[src/rtl/spi_mem_responder.sv]
// spi_mem_responder
//   SPI mode-0 target that fronts a small byte array. It understands two
//   commands: 0x03 (read) and 0x02 (write), each followed by a 24-bit address.
//   Both commands stream any number of bytes, and the address pointer wraps
//   modulo MEM_BYTES. sclk, mosi and cs_n come from the same clock domain as
//   clk, so they pass through a single register stage with no synchronizer.
// Ports
//   clk        system clock (also clocks the SPI initiator)
//   rst_n      asynchronous active-low reset; also clears the array
//   sclk       SPI clock, idle low
//   mosi       serial data in, MSB first
//   cs_n       active-low chip select
//   miso       serial data out, MSB first, registered
//   busy       high whenever the FSM is not in IDLE
//   wr_pulse   one-clk strobe for each byte committed to the array
//   peek_addr  debug read address
//   peek_data  combinational array[peek_addr]
//
// state  | meaning
// IDLE   | waiting for a registered cs_n falling edge
// CMD    | shifting in the command byte
// ADDR   | shifting in three address bytes; the low bits form the pointer
// READ   | streaming array bytes out on miso
// WRITE  | assembling bytes from mosi and committing them to the array
// IGNORE | unknown command; stay quiet until cs_n rises
module spi_mem_responder #(
  parameter int MEM_BYTES = 32
) (
  input  logic                         clk,
  input  logic                         rst_n,
  input  logic                         sclk,
  input  logic                         mosi,
  input  logic                         cs_n,
  output logic                         miso,
  output logic                         busy,
  output logic                         wr_pulse,
  input  logic [$clog2(MEM_BYTES)-1:0] peek_addr,
  output logic [7:0]                   peek_data
);

  localparam int AW = $clog2(MEM_BYTES);

  typedef enum logic [2:0] {IDLE, CMD, ADDR, READ, WRITE, IGNORE} state_t;

  state_t          state, state_next;
  logic            sclk_q, sclk_prev, mosi_q, cs_q, cs_prev;
  logic [2:0]      bit_cnt;
  logic [1:0]      byte_cnt;
  logic [7:0]      rx_shift, tx_shift;
  logic [AW-1:0]   ptr;
  logic            cmd_rd;
  logic [7:0]      mem [MEM_BYTES];

  logic            rise, fall, cs_fall, bit_last;
  logic [7:0]      rx_byte;
  logic [AW-1:0]   ptr_in, ptr_inc;

  assign rise     = sclk_q & ~sclk_prev;
  assign fall     = ~sclk_q & sclk_prev;
  assign cs_fall  = cs_prev & ~cs_q;
  assign bit_last = (bit_cnt == 3'd7);
  assign rx_byte  = {rx_shift[6:0], mosi_q};
  // Address bits shift straight into the pointer; the upper bits fall off the top.
  assign ptr_in   = (ptr << 1) | AW'(mosi_q);
  assign ptr_inc  = ptr + AW'(1);

  assign busy      = (state != IDLE);
  assign peek_data = mem[peek_addr];

  always_ff @(posedge clk or negedge rst_n) begin
    if (!rst_n) state <= IDLE;
    else        state <= state_next;
  end

  always_comb begin
    state_next = state;
    case (state)
      IDLE:   if (cs_fall) state_next = CMD;
      CMD: begin
        if (cs_q) state_next = IDLE;
        else if (rise && bit_last)
          state_next = (rx_byte == 8'h03 || rx_byte == 8'h02) ? ADDR : IGNORE;
      end
      ADDR: begin
        if (cs_q) state_next = IDLE;
        else if (rise && bit_last && byte_cnt == 2'd2)
          state_next = cmd_rd ? READ : WRITE;
      end
      READ, WRITE, IGNORE: if (cs_q) state_next = IDLE;
      default: state_next = IDLE;
    endcase
  end

  always_ff @(posedge clk or negedge rst_n) begin
    if (!rst_n) begin
      sclk_q    <= 1'b0;
      sclk_prev <= 1'b0;
      mosi_q    <= 1'b0;
      // Registered cs_n resets low so that a select already held low across
      // reset release does not look like a fresh falling edge.
      cs_q      <= 1'b0;
      cs_prev   <= 1'b0;
      bit_cnt   <= '0;
      byte_cnt  <= '0;
      rx_shift  <= '0;
      tx_shift  <= '0;
      ptr       <= '0;
      cmd_rd    <= 1'b0;
      miso      <= 1'b0;
      wr_pulse  <= 1'b0;
      for (int i = 0; i < MEM_BYTES; i++) mem[i] <= '0;
    end else begin
      sclk_q    <= sclk;
      sclk_prev <= sclk_q;
      mosi_q    <= mosi;
      cs_q      <= cs_n;
      cs_prev   <= cs_q;
      wr_pulse  <= 1'b0;
      case (state)
        IDLE: begin
          miso <= 1'b0;
          if (cs_fall) begin
            bit_cnt  <= '0;
            byte_cnt <= '0;
          end
        end
        CMD: begin
          miso <= 1'b0;
          if (rise && !cs_q) begin
            rx_shift <= rx_byte;
            bit_cnt  <= bit_cnt + 3'd1;
            if (bit_last) cmd_rd <= (rx_byte == 8'h03);
          end
        end
        ADDR: begin
          miso <= 1'b0;
          if (rise && !cs_q) begin
            ptr     <= ptr_in;
            bit_cnt <= bit_cnt + 3'd1;
            if (bit_last) begin
              byte_cnt <= byte_cnt + 2'd1;
              // Only the load after the final address byte matters.
              tx_shift <= mem[ptr_in];
            end
          end
        end
        READ: begin
          if (cs_q) miso <= 1'b0;
          else if (fall) begin
            // The first fall after the address puts bit 7 out ahead of the
            // initiator's next sampling edge.
            miso    <= tx_shift[7];
            bit_cnt <= bit_cnt + 3'd1;
            if (bit_last) begin
              ptr      <= ptr_inc;
              tx_shift <= mem[ptr_inc];
            end else begin
              tx_shift <= {tx_shift[6:0], 1'b0};
            end
          end
        end
        WRITE: begin
          miso <= 1'b0;
          // No cs_q gate here: when the 8th rise and the cs_n rise land in the
          // same clk, the byte still commits before the FSM drops to IDLE.
          if (rise) begin
            rx_shift <= rx_byte;
            bit_cnt  <= bit_cnt + 3'd1;
            if (bit_last) begin
              mem[ptr] <= rx_byte;
              wr_pulse <= 1'b1;
              ptr      <= ptr_inc;
            end
          end
        end
        default: miso <= 1'b0;
      endcase
    end
  end

endmodule
[config.mk]
export PLATFORM = sky130hd
export DESIGN_NAME = spi_mem_responder
export DESIGN_NICKNAME = d
export VERILOG_FILES = /design/src/rtl/spi_mem_responder.sv
export SDC_FILE = /design/constraint.sdc
export NUM_CORES = 1
export LEC_CHECK = 0
export BUFFER_PORTS_ARGS = -buffer_cell sky130_fd_sc_hd__buf_4
export CAP_MARGIN = 20
export CORE_MARGIN = 4
export CORE_UTILIZATION = 35
export CTS_BUF_LIST = sky130_fd_sc_hd__clkbuf_16
export CTS_CLUSTER_DIAMETER = 100
export DETAILED_ROUTE_END_ITERATION = 10
export PLACE_DENSITY_LB_ADDON = 0.12
export RECOVER_POWER = 25
export SLEW_MARGIN = 20
export SYNTH_ARGS = -nofsm -noshare
export SYNTH_HDL_FRONTEND = slang
export SYNTH_SLANG_ARGS = --single-unit
[constraint.sdc]
create_clock -name clk -period 7.3 [get_ports clk]
set_input_delay 1.095 -clock clk [delete_from_list [all_inputs] [get_ports clk]]
set_output_delay 1.095 -clock clk [all_outputs]
set_load 0.005 [all_outputs]
==> reports/results.ini <==
[yosys]
netlist_instances=1228
synth_xor_area_frac=0.00547
synth_top_area_frac=0.410
synth_most_common_cell=dfrtp_1
synth_area_mm2=0.0178
synth_fa_ha_area_frac=0.00491
yosysSeqAreaShare=0.410
synth_warnings=0
synth_area_leaders=dfrtp_1 (41%), mux4_2 (27%), mux2_2 (18%), nand2_1 (1.6%), mux2i_1 (1.3%)
synth_common_cells=dfrtp_1 (292), mux2_2 (279), mux4_2 (211)
async_flop_share=1.00
ys_seq_elements=292
synth_cell_types=59
synth_top_area_cell=dfrtp_1
synth_edf_count=0
synth_top_family_by_area=multiplexers
synth_mux_area_frac=0.460
avgSynthCellArea_um2=14.5
synthSimpleGateAreaFrac=0.0501
synth_ff_type=dfrtp_1
synth_nets=1245
synth-compound-area-share=0.0366

[worst_setup_path]
critPathMaxFanout=44
critPathLaunchType=input pin
r2r_slack_ns=3.00
crit_buf_inv=3
critPathCaptureType=output pin
crit_chain=buf_4 -> buf_4 -> mux4_2 -> mux4_2 -> mux2_2 -> buf_4
slowest_stage=buf_4
arrival_ns=3.86
required_ns=6.20
cp_slowest_stage_delay_ns=0.64
critical-path-top-delay-family=multiplexers
worst_path_most_repeated_cell=buf_4
path_class=input pin to output pin

[job]
max-cap-violations=1

[global_routing]
antenna_found_initial=1
grt_pass1_wl_um=83100
grt-ovfl-total=0
grtUsageTotal=0.207
grt_max_degree=124
first_global_vias=11700

[cts]
numCtsBuffers=37
clock-root-buffer=clkbuf_16
cts_tree=done
hold_buffers=0
clock_sinks=292
clk_pin_slew_ns=0.06
htreeDepth=2
cts_resized=0
postCtsSetupBuffers=0
insertion_delay_ns=0.56
clk_path_buf_depth=3

[floorplanning]
die_area_mm2=0.0546
die_w_um=234
pin_count=21
chipHeight_um=234
initial_core_util=0.355
num_rows=82
core-area_mm2=0.0503

[timing]
clock_skew_ns=0.0247
setup_ws_ns=2.35
rsz0062_at_grt=false
finalCritPeriodShare=0.678
slew_headroom=-1.16
period_needed_ns=4.95
tightest_slew_ns=3.24
hold_violations=0
max_freq_ghz=0.202
setup_violations=0
finalMaxSlewViolations=124
tns_ns=0

[detailed_routing]
drc=0
vias=11400
wl_met1_um=24500
routed_wl_um=55600
met3WireLength_um=2760
top_layer_used=met4
wl_met2_um=27100
dr.first_iter.drc_count=832
wl_per_cell_um=29.3
viasPerCell=6.02
dr.pass1.iters=5
drtAntennaViolNets=0

[power]
cellPowerDensity_mw_per_mm2=243
ir_drop_uv=213
leakage_nw=8.42

[finish]
utilization=0.391
drive_above_1_share=0.487
insertedDiodeCount=0
syn2layout_area_growth_pct=10.2
fin_nets=1218

[place]
place_ws_ns=2.31
post-dp-hpwl_um=34900
place.gp.congestion=0.810
io_buffers=20

[min_path]
holdCritPathClass=register to register

[outcome]
violations=capacitance limit, slew limit
status=complete, but fails checks

## worst paths after layout
path                                      endpoint          startpoint  cells past startpoint
max                                   peek_data[7]        peek_addr[0]                      6
min in group asynchronous     mem[120]$_DFFE_PN0P_               rst_n                      1
min                            sclk_prev$_DFF_PN0_    sclk_q$_DFF_PN0_                      0
max in group asynchronous       ptr[0]$_DFFE_PN0P_               rst_n                      2
min reg2reg                    sclk_prev$_DFF_PN0_    sclk_q$_DFF_PN0_                      0
max reg2reg                tx_shift[6]$_DFFE_PN0P_  ptr[0]$_DFFE_PN0P_                      8
## registers in the layout, indices dropped and copies added, names as in the netlist
register   count
byte_cnt       2
wr_pulse       1
mem          256
sclk_prev      1
cs_prev        1
cs_q           1
bit_cnt        3
cmd_rd         1
tx_shift       8
miso           1
rx_shift       7
sclk_q         1
mosi_q         1
state          3
ptr            5
## metrics by stage
step / area [um2] / hold slack [ns] / std cells / total power [mW]
3_5_place_dp: 18500 / 0.457 / 1834 / 3.07
6_report: 19700 / 0.487 / 1898 / 4.77
4_1_cts: 19700 / 0.483 / 1898 / 4.85
2_1_floorplan: 17800 / 0.352 / 1228 / 2.70
3_3_place_gp: 18500 / 0.468 / 1834 / 3.06
5_1_grt: 19700 / 0.514 / 1898 / 4.99
## cell families after synthesis
family | Yosys count
AOI/OAI and AO/OA | 96
xor gates and xnor gates | 9
adders and majority gates | 7
buffers and inverters | 122
DFF | 292
muxes | 516
and+or+nand+nor | 186
## per-layer routing
metal	up-vias	GRT usage
met2	331	0.338
met3	66	0.0345
li1	4803	-
met5	-	0
met4	0	0.0524
met1	6217	0.291
## final cells by class
cell class | instances | area (um2)
clock buffer | 39 | 976
clock inverter | 25 | 165
fill | 4739 | 30600
inverter | 14 | 52.6
multi-input combinational | 814 | 9980
sequential | 292 | 7320
tap | 672 | 841
timing repair buffer | 42 | 324
## report_power, final
| part | internal, mW | total, mW | switching (mW) |
|---|---|---|---|
| registers | 1.66 | 1.78 | 0.123 |
| clock network | 1.03 | 1.76 | 0.733 |
| logic | 0.454 | 1.22 | 0.766 |
## placed cells by master (no fill, tap or decap), types with 5 or more instances in the layout
cell type / Yosys / routed
mux4_2: 211 / 211
nor2_1: 26 / 26
o22ai_1: 6 / 6
nand2b_1: 5 / 5
o21ai_0: 14 / 14
mux2i_1: 23 / 23
xnor2_1: 6 / 5
inv_1: 13 / 16
a31oi_1: 11 / 11
ha_1: 7 / 6
dfrtp_1: 292 / 288
clkinv_2: 0 / 8
and2_1: 10 / 10
clkinv_1: 0 / 10
and3_1: 6 / 6
mux2_2: 279 / 279
buf_4: 13 / 36
a21oi_1: 16 / 16
nand3_1: 25 / 25
nand2_1: 75 / 75
clkbuf_16: 0 / 39
nor2b_1: 11 / 11
a211oi_1: 6 / 6
nor3_1: 9 / 9
## worst register-to-register path, stage by stage, from the launching register on
cell and delay [ns]:
dfrtp_4 0.77, inv_1 0.27, buf_4 0.28, ha_4 0.86
buf_4 0.64, mux4_2 0.61, mux4_2 0.50, o22ai_1 0.17
o21ai_1 0.09
(Power assumes the default switching activity.)
